===== src/rtl/bus_arbiter_pkg.sv =====
`default_nettype none
// ============================================================================
// Module   : bus_arbiter_pkg
// Purpose  : Shared types, select codes and round-robin helper for bus_arbiter3
// Revision : 1.0
// ============================================================================
package bus_arbiter_pkg;

    localparam int N_REQ = 3;

    typedef enum logic [0:0] {
        IDLE  = 1'b0,
        GRANT = 1'b1
    } arb_state_t;

    localparam logic [1:0] SEL_A    = 2'b00;
    localparam logic [1:0] SEL_B    = 2'b01;
    localparam logic [1:0] SEL_C    = 2'b10;
    localparam logic [1:0] SEL_NONE = 2'b11;

    // Scan from the farthest candidate (last) to the nearest (last+1) so the
    // nearest active request wins; SEL_NONE if nothing is requesting.
    function automatic logic [1:0] rr_pick(input logic [N_REQ-1:0] req,
                                           input logic [1:0]       last);
        logic [1:0] idx;
        rr_pick = SEL_NONE;
        for (int k = N_REQ; k >= 1; k--) begin
            idx = 2'((int'(last) + k) % N_REQ);
            if (req[idx]) rr_pick = idx;
        end
    endfunction

endpackage
`default_nettype wire


===== src/rtl/bus_arbiter3_if.sv =====
`default_nettype none
// ============================================================================
// Module   : bus_arbiter3_if
// Purpose  : Request/grant and result-bus signals of the three-way arbiter
// Revision : 1.0
// ============================================================================
interface bus_arbiter3_if;

    logic [2:0]  req;
    logic [15:0] A;
    logic [15:0] B;
    logic [15:0] C;
    logic [2:0]  gnt;
    logic [1:0]  sel;
    logic [15:0] Q;
    logic        bus_valid;
    logic        preempt;

    modport master (
        output req, A, B, C,
        input  gnt, sel, Q, bus_valid, preempt
    );

    modport slave (
        input  req, A, B, C,
        output gnt, sel, Q, bus_valid, preempt
    );

endinterface
`default_nettype wire


===== src/rtl/multiplexer3to1.sv =====
`default_nettype none
// ============================================================================
// Module   : multiplexer3to1
// Purpose  : Plain 3-to-1 word multiplexer; the unused code falls back to a
// Revision : 1.0
// ============================================================================
module multiplexer3to1
    import bus_arbiter_pkg::*;
#(
    parameter int WIDTH = 16
) (
    input  wire logic [WIDTH-1:0] a,
    input  wire logic [WIDTH-1:0] b,
    input  wire logic [WIDTH-1:0] c,
    input  wire logic [1:0]       sel,
    output logic      [WIDTH-1:0] y
);

    always_comb begin
        y = a;
        case (sel)
            SEL_B:   y = b;
            SEL_C:   y = c;
            default: y = a;
        endcase
    end

endmodule
`default_nettype wire


===== src/rtl/bus_arbiter3.sv =====
`default_nettype none
// ============================================================================
// Module   : bus_arbiter3
// Purpose  : Round-robin arbiter with hold limit for the shared result bus
// Revision : 1.0
// ============================================================================
module bus_arbiter3
    import bus_arbiter_pkg::*;
#(
    parameter int MAX_HOLD = 8,
    parameter int CNT_W    = 8
) (
    input  wire logic     clk,
    input  wire logic     rst,
    bus_arbiter3_if.slave bus
);

    localparam logic [CNT_W-1:0] C_HOLD_LAST = CNT_W'(MAX_HOLD - 1);

    arb_state_t       state_q,     state_d;
    logic [1:0]       last_q,      last_d;
    logic [CNT_W-1:0] hold_cnt_q,  hold_cnt_d;
    logic [2:0]       gnt_q,       gnt_d;
    logic [1:0]       sel_q,       sel_d;
    logic             bus_valid_q, bus_valid_d;
    logic             preempt_q,   preempt_d;

    logic [1:0]       w_pick;
    logic [2:0]       w_others;
    logic [15:0]      w_mux_y;

    assign w_pick   = rr_pick(bus.req, last_q);
    assign w_others = bus.req & ~gnt_q;

    // In GRANT the owner is always last_q, so no separate owner register.
    always_comb begin
        state_d     = state_q;
        last_d      = last_q;
        hold_cnt_d  = hold_cnt_q;
        gnt_d       = gnt_q;
        sel_d       = sel_q;
        bus_valid_d = bus_valid_q;
        preempt_d   = 1'b0;
        case (state_q)
            IDLE: begin
                if (|bus.req) begin
                    state_d     = GRANT;
                    last_d      = w_pick;
                    hold_cnt_d  = '0;
                    gnt_d       = 3'b001 << w_pick;
                    sel_d       = w_pick;
                    bus_valid_d = 1'b1;
                end
            end
            GRANT: begin
                if (!bus.req[last_q]) begin
                    state_d     = IDLE;
                    gnt_d       = 3'b000;
                    sel_d       = SEL_NONE;
                    bus_valid_d = 1'b0;
                end else if ((hold_cnt_q == C_HOLD_LAST) && (|w_others)) begin
                    state_d     = IDLE;
                    gnt_d       = 3'b000;
                    sel_d       = SEL_NONE;
                    bus_valid_d = 1'b0;
                    preempt_d   = 1'b1;
                end else if (hold_cnt_q != C_HOLD_LAST) begin
                    hold_cnt_d  = hold_cnt_q + 1'b1;
                end
            end
            default: begin
                state_d     = IDLE;
                gnt_d       = 3'b000;
                sel_d       = SEL_NONE;
                bus_valid_d = 1'b0;
            end
        endcase
    end

    always_ff @(posedge clk or posedge rst) begin
        if (rst) begin
            state_q     <= IDLE;
            last_q      <= SEL_C;
            hold_cnt_q  <= '0;
            gnt_q       <= 3'b000;
            sel_q       <= SEL_NONE;
            bus_valid_q <= 1'b0;
            preempt_q   <= 1'b0;
        end else begin
            state_q     <= state_d;
            last_q      <= last_d;
            hold_cnt_q  <= hold_cnt_d;
            gnt_q       <= gnt_d;
            sel_q       <= sel_d;
            bus_valid_q <= bus_valid_d;
            preempt_q   <= preempt_d;
        end
    end

    multiplexer3to1 #(
        .WIDTH (16)
    ) u_mux (
        .a   (bus.A),
        .b   (bus.B),
        .c   (bus.C),
        .sel (sel_q),
        .y   (w_mux_y)
    );

    assign bus.Q         = (sel_q == SEL_NONE) ? 16'h0000 : w_mux_y;
    assign bus.gnt       = gnt_q;
    assign bus.sel       = sel_q;
    assign bus.bus_valid = bus_valid_q;
    assign bus.preempt   = preempt_q;

endmodule
`default_nettype wire


===== src/flat_wrapper.sv =====
// flat-port wrapper written by rule: the top's interface ports become plain ports
module bus_arbiter3_flat import bus_arbiter_pkg::*;
#(
    parameter int MAX_HOLD = 8,
    parameter int CNT_W    = 8
)
  (clk, rst, bus_req, bus_A, bus_B, bus_C, bus_gnt, bus_sel, bus_Q, bus_bus_valid, bus_preempt);
  bus_arbiter3_if bus_i ();
  input  wire logic clk;
  input  wire logic rst;
  input wire logic [$bits(bus_i.req)-1:0] bus_req;
  input wire logic [$bits(bus_i.A)-1:0] bus_A;
  input wire logic [$bits(bus_i.B)-1:0] bus_B;
  input wire logic [$bits(bus_i.C)-1:0] bus_C;
  output wire logic [$bits(bus_i.gnt)-1:0] bus_gnt;
  output wire logic [$bits(bus_i.sel)-1:0] bus_sel;
  output wire logic [$bits(bus_i.Q)-1:0] bus_Q;
  output wire logic [$bits(bus_i.bus_valid)-1:0] bus_bus_valid;
  output wire logic [$bits(bus_i.preempt)-1:0] bus_preempt;
  assign bus_i.req = bus_req;
  assign bus_i.A = bus_A;
  assign bus_i.B = bus_B;
  assign bus_i.C = bus_C;
  assign bus_gnt = bus_i.gnt;
  assign bus_sel = bus_i.sel;
  assign bus_Q = bus_i.Q;
  assign bus_bus_valid = bus_i.bus_valid;
  assign bus_preempt = bus_i.preempt;
  bus_arbiter3 #(.MAX_HOLD(MAX_HOLD), .CNT_W(CNT_W)) u_core (.clk(clk), .rst(rst), .bus(bus_i));
endmodule

===== config.mk =====
export PLATFORM = sky130hd
export DESIGN_NAME = bus_arbiter3_flat
export DESIGN_NICKNAME = d
export VERILOG_FILES = /design/src/rtl/bus_arbiter_pkg.sv /design/src/rtl/bus_arbiter3_if.sv /design/src/rtl/multiplexer3to1.sv /design/src/rtl/bus_arbiter3.sv /design/src/flat_wrapper.sv
export SDC_FILE = /design/constraint.sdc
export NUM_CORES = 1
export LEC_CHECK = 0
export BUFFER_PORTS_ARGS = -buffer_cell sky130_fd_sc_hd__buf_2
export CAP_MARGIN = 20
export CORE_AREA = 2 2 66 68
export DETAILED_ROUTE_END_ITERATION = 10
export DIE_AREA = 0 0 68 70
export PLACE_DENSITY = 0.75
export SLEW_MARGIN = 20
export SYNTH_ARGS = -nofsm -noshare
export SYNTH_HDL_FRONTEND = slang
export SYNTH_HIERARCHICAL = 1
export SYNTH_SLANG_ARGS = --single-unit

===== constraint.sdc =====
create_clock -name clk -period 2 [get_ports clk]
set_input_delay 0.3 -clock clk [delete_from_list [all_inputs] [get_ports clk]]
set_output_delay 0.3 -clock clk [all_outputs]
set_load 0.01 [all_outputs]

After elaboration in Yosys (flattened, before gate mapping)
Index checks and enable logic that the tools add are counted.
{"block": "op_classes", "eq_ne": 10, "bitwise": 3, "muxes": 37, "n_reduce_logical": 6, "add_sub_neg": 4, "div": 3, "shift": 1, "order_cmp": 4}
{"operator": "32-bit by 3-bit remainder unit with 32-bit output (second input constant)", "n": 3}
{"operator": "8-bit 2-to-1 mux", "n": 4}
{"operator": "16-bit case mux with 2 select lines", "n": 1}
{"operator": "16-bit 2-to-1 mux", "n": 1}
{"operator": "8-bit case mux with 2 select lines", "n": 1}
{"operator": "1-bit 2-to-1 mux", "n": 13}
{"operator": "2-bit by 3-bit < comparator with 1-bit output (second input constant)", "n": 4}
{"operator": "2-bit 2-to-1 mux", "n": 6}
{"operator": "3-bit 2-to-1 mux", "n": 3}
{"operator": "8-bit by 1-bit adder with 8-bit output (second input constant)", "n": 1}
{"operator": "1-bit binary-select mux with 2-bit select", "n": 4}
{"operator": "8-bit by 3-bit equality test with 1-bit output (second input constant)", "n": 1}
{"operator": "8-bit by 3-bit inequality test with 1-bit output (second input constant)", "n": 1}
{"operator": "2-bit by 2-bit adder with 3-bit output (second input constant)", "n": 2}
{"operator": "2-bit inequality test (second input constant)", "n": 3}
{"operator": "3-bit case mux with 2 select lines", "n": 1}
{"operator": "3-bit OR reduction", "n": 2}
{"operator": "2-bit equality test (second input constant)", "n": 2}
{"operator": "1-bit case mux with 2 select lines", "n": 2}
{"operator": "2-bit case mux with 2 select lines", "n": 1}
{"operator": "2-bit AND reduction", "n": 2}
{"operator": "4-bit AND reduction", "n": 1}
{"operator": "2-bit by 1-bit adder with 3-bit output (second input constant)", "n": 1}
{"operator": "3-bit bitwise AND", "n": 1}
{"operator": "other kinds (7)", "n": 7}
{"block": "totals", "wordCells": 75, "inputBits": 53, "register_bits": 18, "output_inout_bits": 23}

Depth between registers and ports, before layout
{"block": "logic_depth", "word_depth": 10, "ltp_mapped": 7, "ltp_nobuf": 6}

Hierarchy
Netlist, hierarchy kept.
{"module": "bus_arbiter3", "n_inst": 1, "cells_each": 135, "area_per_inst_um2": 1212.4}
{"module": "multiplexer3to1", "n_inst": 1, "cells_each": 59, "area_per_inst_um2": 419.2}

Worst setup path before layout
No wires, ideal clock.
{"block": "synth_path", "path_type": "register -> register", "from": "reg u_core.last_q[0]", "to": "reg u_core.gnt_q[2] (netlist: u_core/bus.gnt[2])", "setup_ps": 122, "t_required_ps": 1878, "setup_slack_ps": 163, "path_buffers": 1, "synth_period_minus_slack_ps": 1837, "arrival_time_ps": 1716, "path_stages_with_launch": 8, "path_cell_list": "dfrtp_1 inv_1 ha_1 buf_2 o21bai_1 a32oi_1 or2_2 a32o_1"}
{"block": "synth_via", "elab_chain_len": 10, "elab_cells_between_ends": 23, "classes_between": "add/sub: 3; div: 3; eq/ne: 1; shift: 1; mux: 14; reduce/logical: 1"}
{"element": "start, declared", "line_no": "bus_arbiter3.sv:21", "source": "logic [1:0] last_q, last_d;"}
{"element": "start signal, assigned", "line_no": "bus_arbiter3.sv:91", "source": "last_q <= last_d;"}
{"element": "2-bit by 2-bit adder with 3-bit output", "line_no": "bus_arbiter_pkg.sv:28", "source": "idx = 2'((int'(last) + k) % N_REQ);"}
{"element": "32-bit by 3-bit remainder unit with 32-bit output", "line_no": "bus_arbiter_pkg.sv:28"}
{"element": "1-bit binary-select mux with 2-bit select", "line_no": "bus_arbiter_pkg.sv:29", "source": "if (req[idx]) rr_pick = idx;"}
{"element": "1-bit 2-to-1 mux (implied by the code)", "line_no": "bus_arbiter_pkg.sv:29"}
{"element": "2-bit 2-to-1 mux (3 in series)", "line_no": "bus_arbiter_pkg.sv:29"}
{"element": "1-bit by 2-bit << shifter with 3-bit output", "line_no": "bus_arbiter3.sv:50", "source": "gnt_d = 3'b001 << w_pick;"}
{"element": "3-bit 2-to-1 mux", "line_no": "bus_arbiter3.sv:46", "source": "if (|bus.req) begin"}
{"element": "3-bit case mux with 2 select lines", "line_no": "bus_arbiter3.sv:44", "source": "case (state_q)"}
{"element": "end signal, assigned", "line_no": "bus_arbiter3.sv:93", "source": "gnt_q <= gnt_d;"}
{"element": "end, declared", "line_no": "bus_arbiter3.sv:23", "source": "logic [2:0] gnt_q, gnt_d;"}
Several ways; a longest one is shown, not always the timed one. The select of a mux whose other input is x is not followed.
A chain may end at the register's enable or synchronous reset.

Worst setup path after layout
{"block": "layout_path", "from": "reg u_core.sel_q[1] (netlist: u_core/bus.sel[1])", "to": "out bus_Q[14]"}
{"block": "layout_via", "elab_chain_len": 3, "elab_cells_between_ends": 5, "classes_between": "eq/ne: 3; mux: 2"}
{"element": "start, declared", "line_no": "bus_arbiter3.sv:24", "source": "logic [1:0] sel_q, sel_d;"}
{"element": "start signal, assigned", "line_no": "bus_arbiter3.sv:94", "source": "sel_q <= sel_d;"}
{"element": "2-bit equality test or 2-bit by 1-bit equality test with 1-bit output (tied branches)", "line_no": "multiplexer3to1.sv:21", "source": "case (sel)"}
{"element": "16-bit case mux with 2 select lines *", "line_no": "multiplexer3to1.sv:21"}
{"element": "via u_core.w_mux_y[14]", "line_no": "bus_arbiter3.sv:30", "source": "logic [15:0] w_mux_y;"}
{"element": "16-bit 2-to-1 mux *", "line_no": "bus_arbiter3.sv:110", "source": "assign bus.Q = (sel_q == SEL_NONE) ? 16'h0000 : w_mux_y;"}
{"element": "end, declared", "line_no": "flat_wrapper.sv:17", "source": "output wire logic [$bits(bus_i.Q)-1:0] bus_Q;"}
The timed path passes the listed nets; every way through them passes the cells marked *.

==> flow_metrics.env <==
export IMPL_netlist_instances=194
export IMPL_synth_most_common_cell="nand2_1"
export IMPL_core_rowCount=24
export IMPL_status="finished, violations left"
export IMPL_clkLatencyLatePin_ns=0.25
export IMPL_antenna_cells=0
export IMPL_nets=334
export IMPL_worstPathRequired_ns=1.70
export IMPL_timing_worst_setup_path_type="register to output port"
export IMPL_fillCellCount=374
export IMPL_synth_commonest_cells="nand2_1 (28), and2_1 (18), dfrtp_1 (15)"
export IMPL_track_usage=0.173
export IMPL_violations="negative setup slack"
export IMPL_yosys_top_cells_area="dfrtp_1 (23%), a22oi_2 (7.7%), and2_1 (6.9%)"
export IMPL_detail_route_antenna_nets=0
export IMPL_worst_pin_slew_ns=0.678
export IMPL_ff2ff_setup_slack_ns=0.07
export IMPL_avgSynthCellArea_um2=8.41
export IMPL_cts_tree="built"
export IMPL_slew_viol_final=0
export IMPL_ys_warn_count=6
export IMPL_multi_input_area_mm2=0.00116
export IMPL_htree_levels=1
export IMPL_areaGrowthSynthToFinish_pct=44.3
export IMPL_fin_crit_sh=1.02
export IMPL_io_pins=76
export IMPL_setup_slack_ns=-0.0404
export IMPL_drc=0
export IMPL_port_buffers=75
export IMPL_initial_core_util=0.394
export IMPL_syn_nets=253
export IMPL_p_leak_nw=1.15
export IMPL_regArea_um2=454
export IMPL_min_path_type="input pin to asynchronous set/reset pin"
export IMPL_die_w_um=68
export IMPL_cp_arrival_ns=1.74
export IMPL_fp_coreArea_mm2=0.00414
export IMPL_synth_edff_count=0
export IMPL_worst_clock_skew_ns=0.00266
export IMPL_ys_flop_type="dfrtp_1"
export IMPL_cap_viol_max_count=0
export IMPL_finalSetupTns_ns=-0.0575
export IMPL_drive_above_1_share=0.511
export IMPL_grt_pass1_wl_mm=6.71
export IMPL_cts_buffers=3
export IMPL_ys_ff_latch=18
export IMPL_worst_setup_path_end_kind="output port"
export IMPL_synth_seq_area_share=0.278
export IMPL_cp_start_kind="register"
export IMPL_dpl_cell_count=316
export IMPL_num_vias=1795
export IMPL_cts_root_buf="clkbuf_8"
export IMPL_synthesis_area_mm2=0.00163
export IMPL_hold_viol=0
export IMPL_wl_per_cell_um=14.5
export IMPL_setup_viol=4
export IMPL_max_freq_ghz=0.490
export IMPL_dp_hpwl_mm=3.24
export IMPL_globalRouteOverflowTotal=0
export IMPL_drtPass1Iterations=4
export IMPL_fp_dieH_um=70
export IMPL_fin_crit_ns=2.04
export IMPL_clockBufferDepth=2
export IMPL_synth_distinct_cells=52
export IMPL_path_clk_slew_ns=0.07
export IMPL_clkSinkCount=18
export IMPL_wl_mm=4.73
export IMPL_dieArea_mm2=0.00476
export IMPL_grt_max_degree=19
export IMPL_max_slew_margin=0.548
export IMPL_vdd_drop_max_mv=0.822
export IMPL_avgViaCountPerCell=5.51
export IMPL_worstPathMaxFanout=8
export IMPL_fin_cells=326
export IMPL_rsz0062_at_grt="yes"
export IMPL_synth_top_cell_area_share=0.230
export IMPL_async_flop_share=1.00
export IMPL_dr_first_iter_drc_count=63
export IMPL_gp_routability_congestion=0.784
export IMPL_yosys_area_top_type="dfrtp_1"
export IMPL_p_per_area_mw_per_mm2=1480
export IMPL_grt_pass1_vias=1566
export IMPL_antenna_found_initial=0
-- sequential cells by signal (all words and copies together), names as in the netlist --
| name | count |
|---|---|
| u_core/bus.bus_valid | 1 |
| u_core/bus.gnt | 3 |
| u_core/bus.preempt | 1 |
| u_core/bus.sel | 2 |
| u_core/hold_cnt_q | 8 |
| u_core/last_q | 2 |
| u_core/state_q | 1 |
-- path summary, 6_finish.rpt --
| check | from | endpoint | depth (start not counted) |
|---|---|---|---|
| setup / recovery | u_core/bus.sel[1] | bus_Q[14] | 6 |
| hold / removal | rst | u_core/hold_cnt_q[6] | 2 |
| setup reg to reg | u_core/last_q[1] | u_core/bus.gnt[0] | 6 |
| hold reg to reg | u_core/bus.bus_valid | u_core/bus.bus_valid | 1 |
| max in group asynchronous | rst | u_core/bus.gnt[2] | 2 |
| min in group clk | u_core/bus.bus_valid | u_core/bus.bus_valid | 1 |
-- cell usage in the layout (no fill, tap or decap), drive strengths merged, types with 2 or more instances in the layout --
| master | netlist | layout |
|---|---|---|
| buf | 10 | 86 |
| nand2 | 28 | 28 |
| o21ai | 19 | 19 |
| and2 | 18 | 18 |
| a22oi | 16 | 16 |
| dfrtp | 15 | 15 |
| inv | 10 | 10 |
| mux2i | 7 | 7 |
| nor2b | 6 | 6 |
| clkbuf | 2 | 6 |
| ha | 6 | 6 |
| a21oi | 5 | 5 |
| nor2 | 4 | 4 |
| nor3 | 3 | 3 |
| nand3 | 3 | 3 |
| nand4 | 3 | 3 |
| dfstp | 3 | 3 |
| nor4 | 3 | 3 |
| o21a | 2 | 2 |
| o21bai | 2 | 2 |
| a2bb2oi | 2 | 2 |
| a32o | 2 | 2 |
| or2 | 2 | 2 |
| and3 | 2 | 2 |
| nand2b | 2 | 2 |
-- critical path: stages, from the launching register on --
cell and delay, ns:
dfstp_2 0.55, buf_6 0.11, ha_4 0.23, clkbuf_16 0.17, o21ai_1 0.16, and2_1 0.15
buf_2 0.12
-- per-stage QoR --
stage | hold slack, ns | util | area [µm²] | setup WS, ns | total power [W]
after floorplan | 0.236 | - | 1630 | 0.163 | 0.00199
after global placement | 0.435 | 0.495 | 2050 | 0.116 | 0.00250
after detailed placement | 0.444 | 0.495 | 2050 | 0.0596 | 0.00255
after CTS | 0.173 | 0.537 | 2220 | 0.000619 | 0.00315
after global routing | 0.221 | 0.568 | 2350 | -0.0749 | 0.00375
final | 0.146 | 0.568 | 2350 | -0.0404 | 0.00349
-- timing repair --
action                     4_1_cts  5_1_grt
gates resized for setup         15       28
hold buffers                     0        0
pin swaps                        5        7
hold endpoints to repair         0        0
setup endpoints to repair       16       17
setup buffers                    2        0
cloned                           2        2
-- cells by family (layout without fill, tap and decap cells) --
kind of cell / after synthesis / after routing / synth area share
flops: 18 / 18 / 0.278
buf+inv: 22 / 102 / 0.0828
fa+ha+maj: 6 / 6 / 0.0460
simple gates: 80 / 80 / 0.263
compound gates: 61 / 61 / 0.287
mux: 7 / 7 / 0.0429
-- per-layer routing --
| metal | vias up | track usage | part of all wire |
|---|---|---|---|
| met5 | - | 0 | 0 |
| met4 | 0 | 0.0333 | 0.0042 |
| met3 | 2 | 0.0306 | 0.093 |
| met2 | 72 | 0.326 | 0.52 |
| met1 | 859 | 0.197 | 0.38 |
| li1 | 862 | - | - |
-- report_power, final --
group          internal, W  total, W  leakage (nW)  switching, W
logic              0.00128   0.00261         0.890       0.00132
clock network     0.000175  0.000293        0.0288      0.000119
registers         0.000482  0.000591         0.231      0.000109
-- area by class of cell --
class,count,share of cell area
multi-input combinational,154,0.492
timing repair buffer,88,0.248
sequential,18,0.193
tap,52,0.0276
clock buffer,4,0.0234
inverter,10,0.0159
No activity file was read; power rests on OpenSTA's default activity.
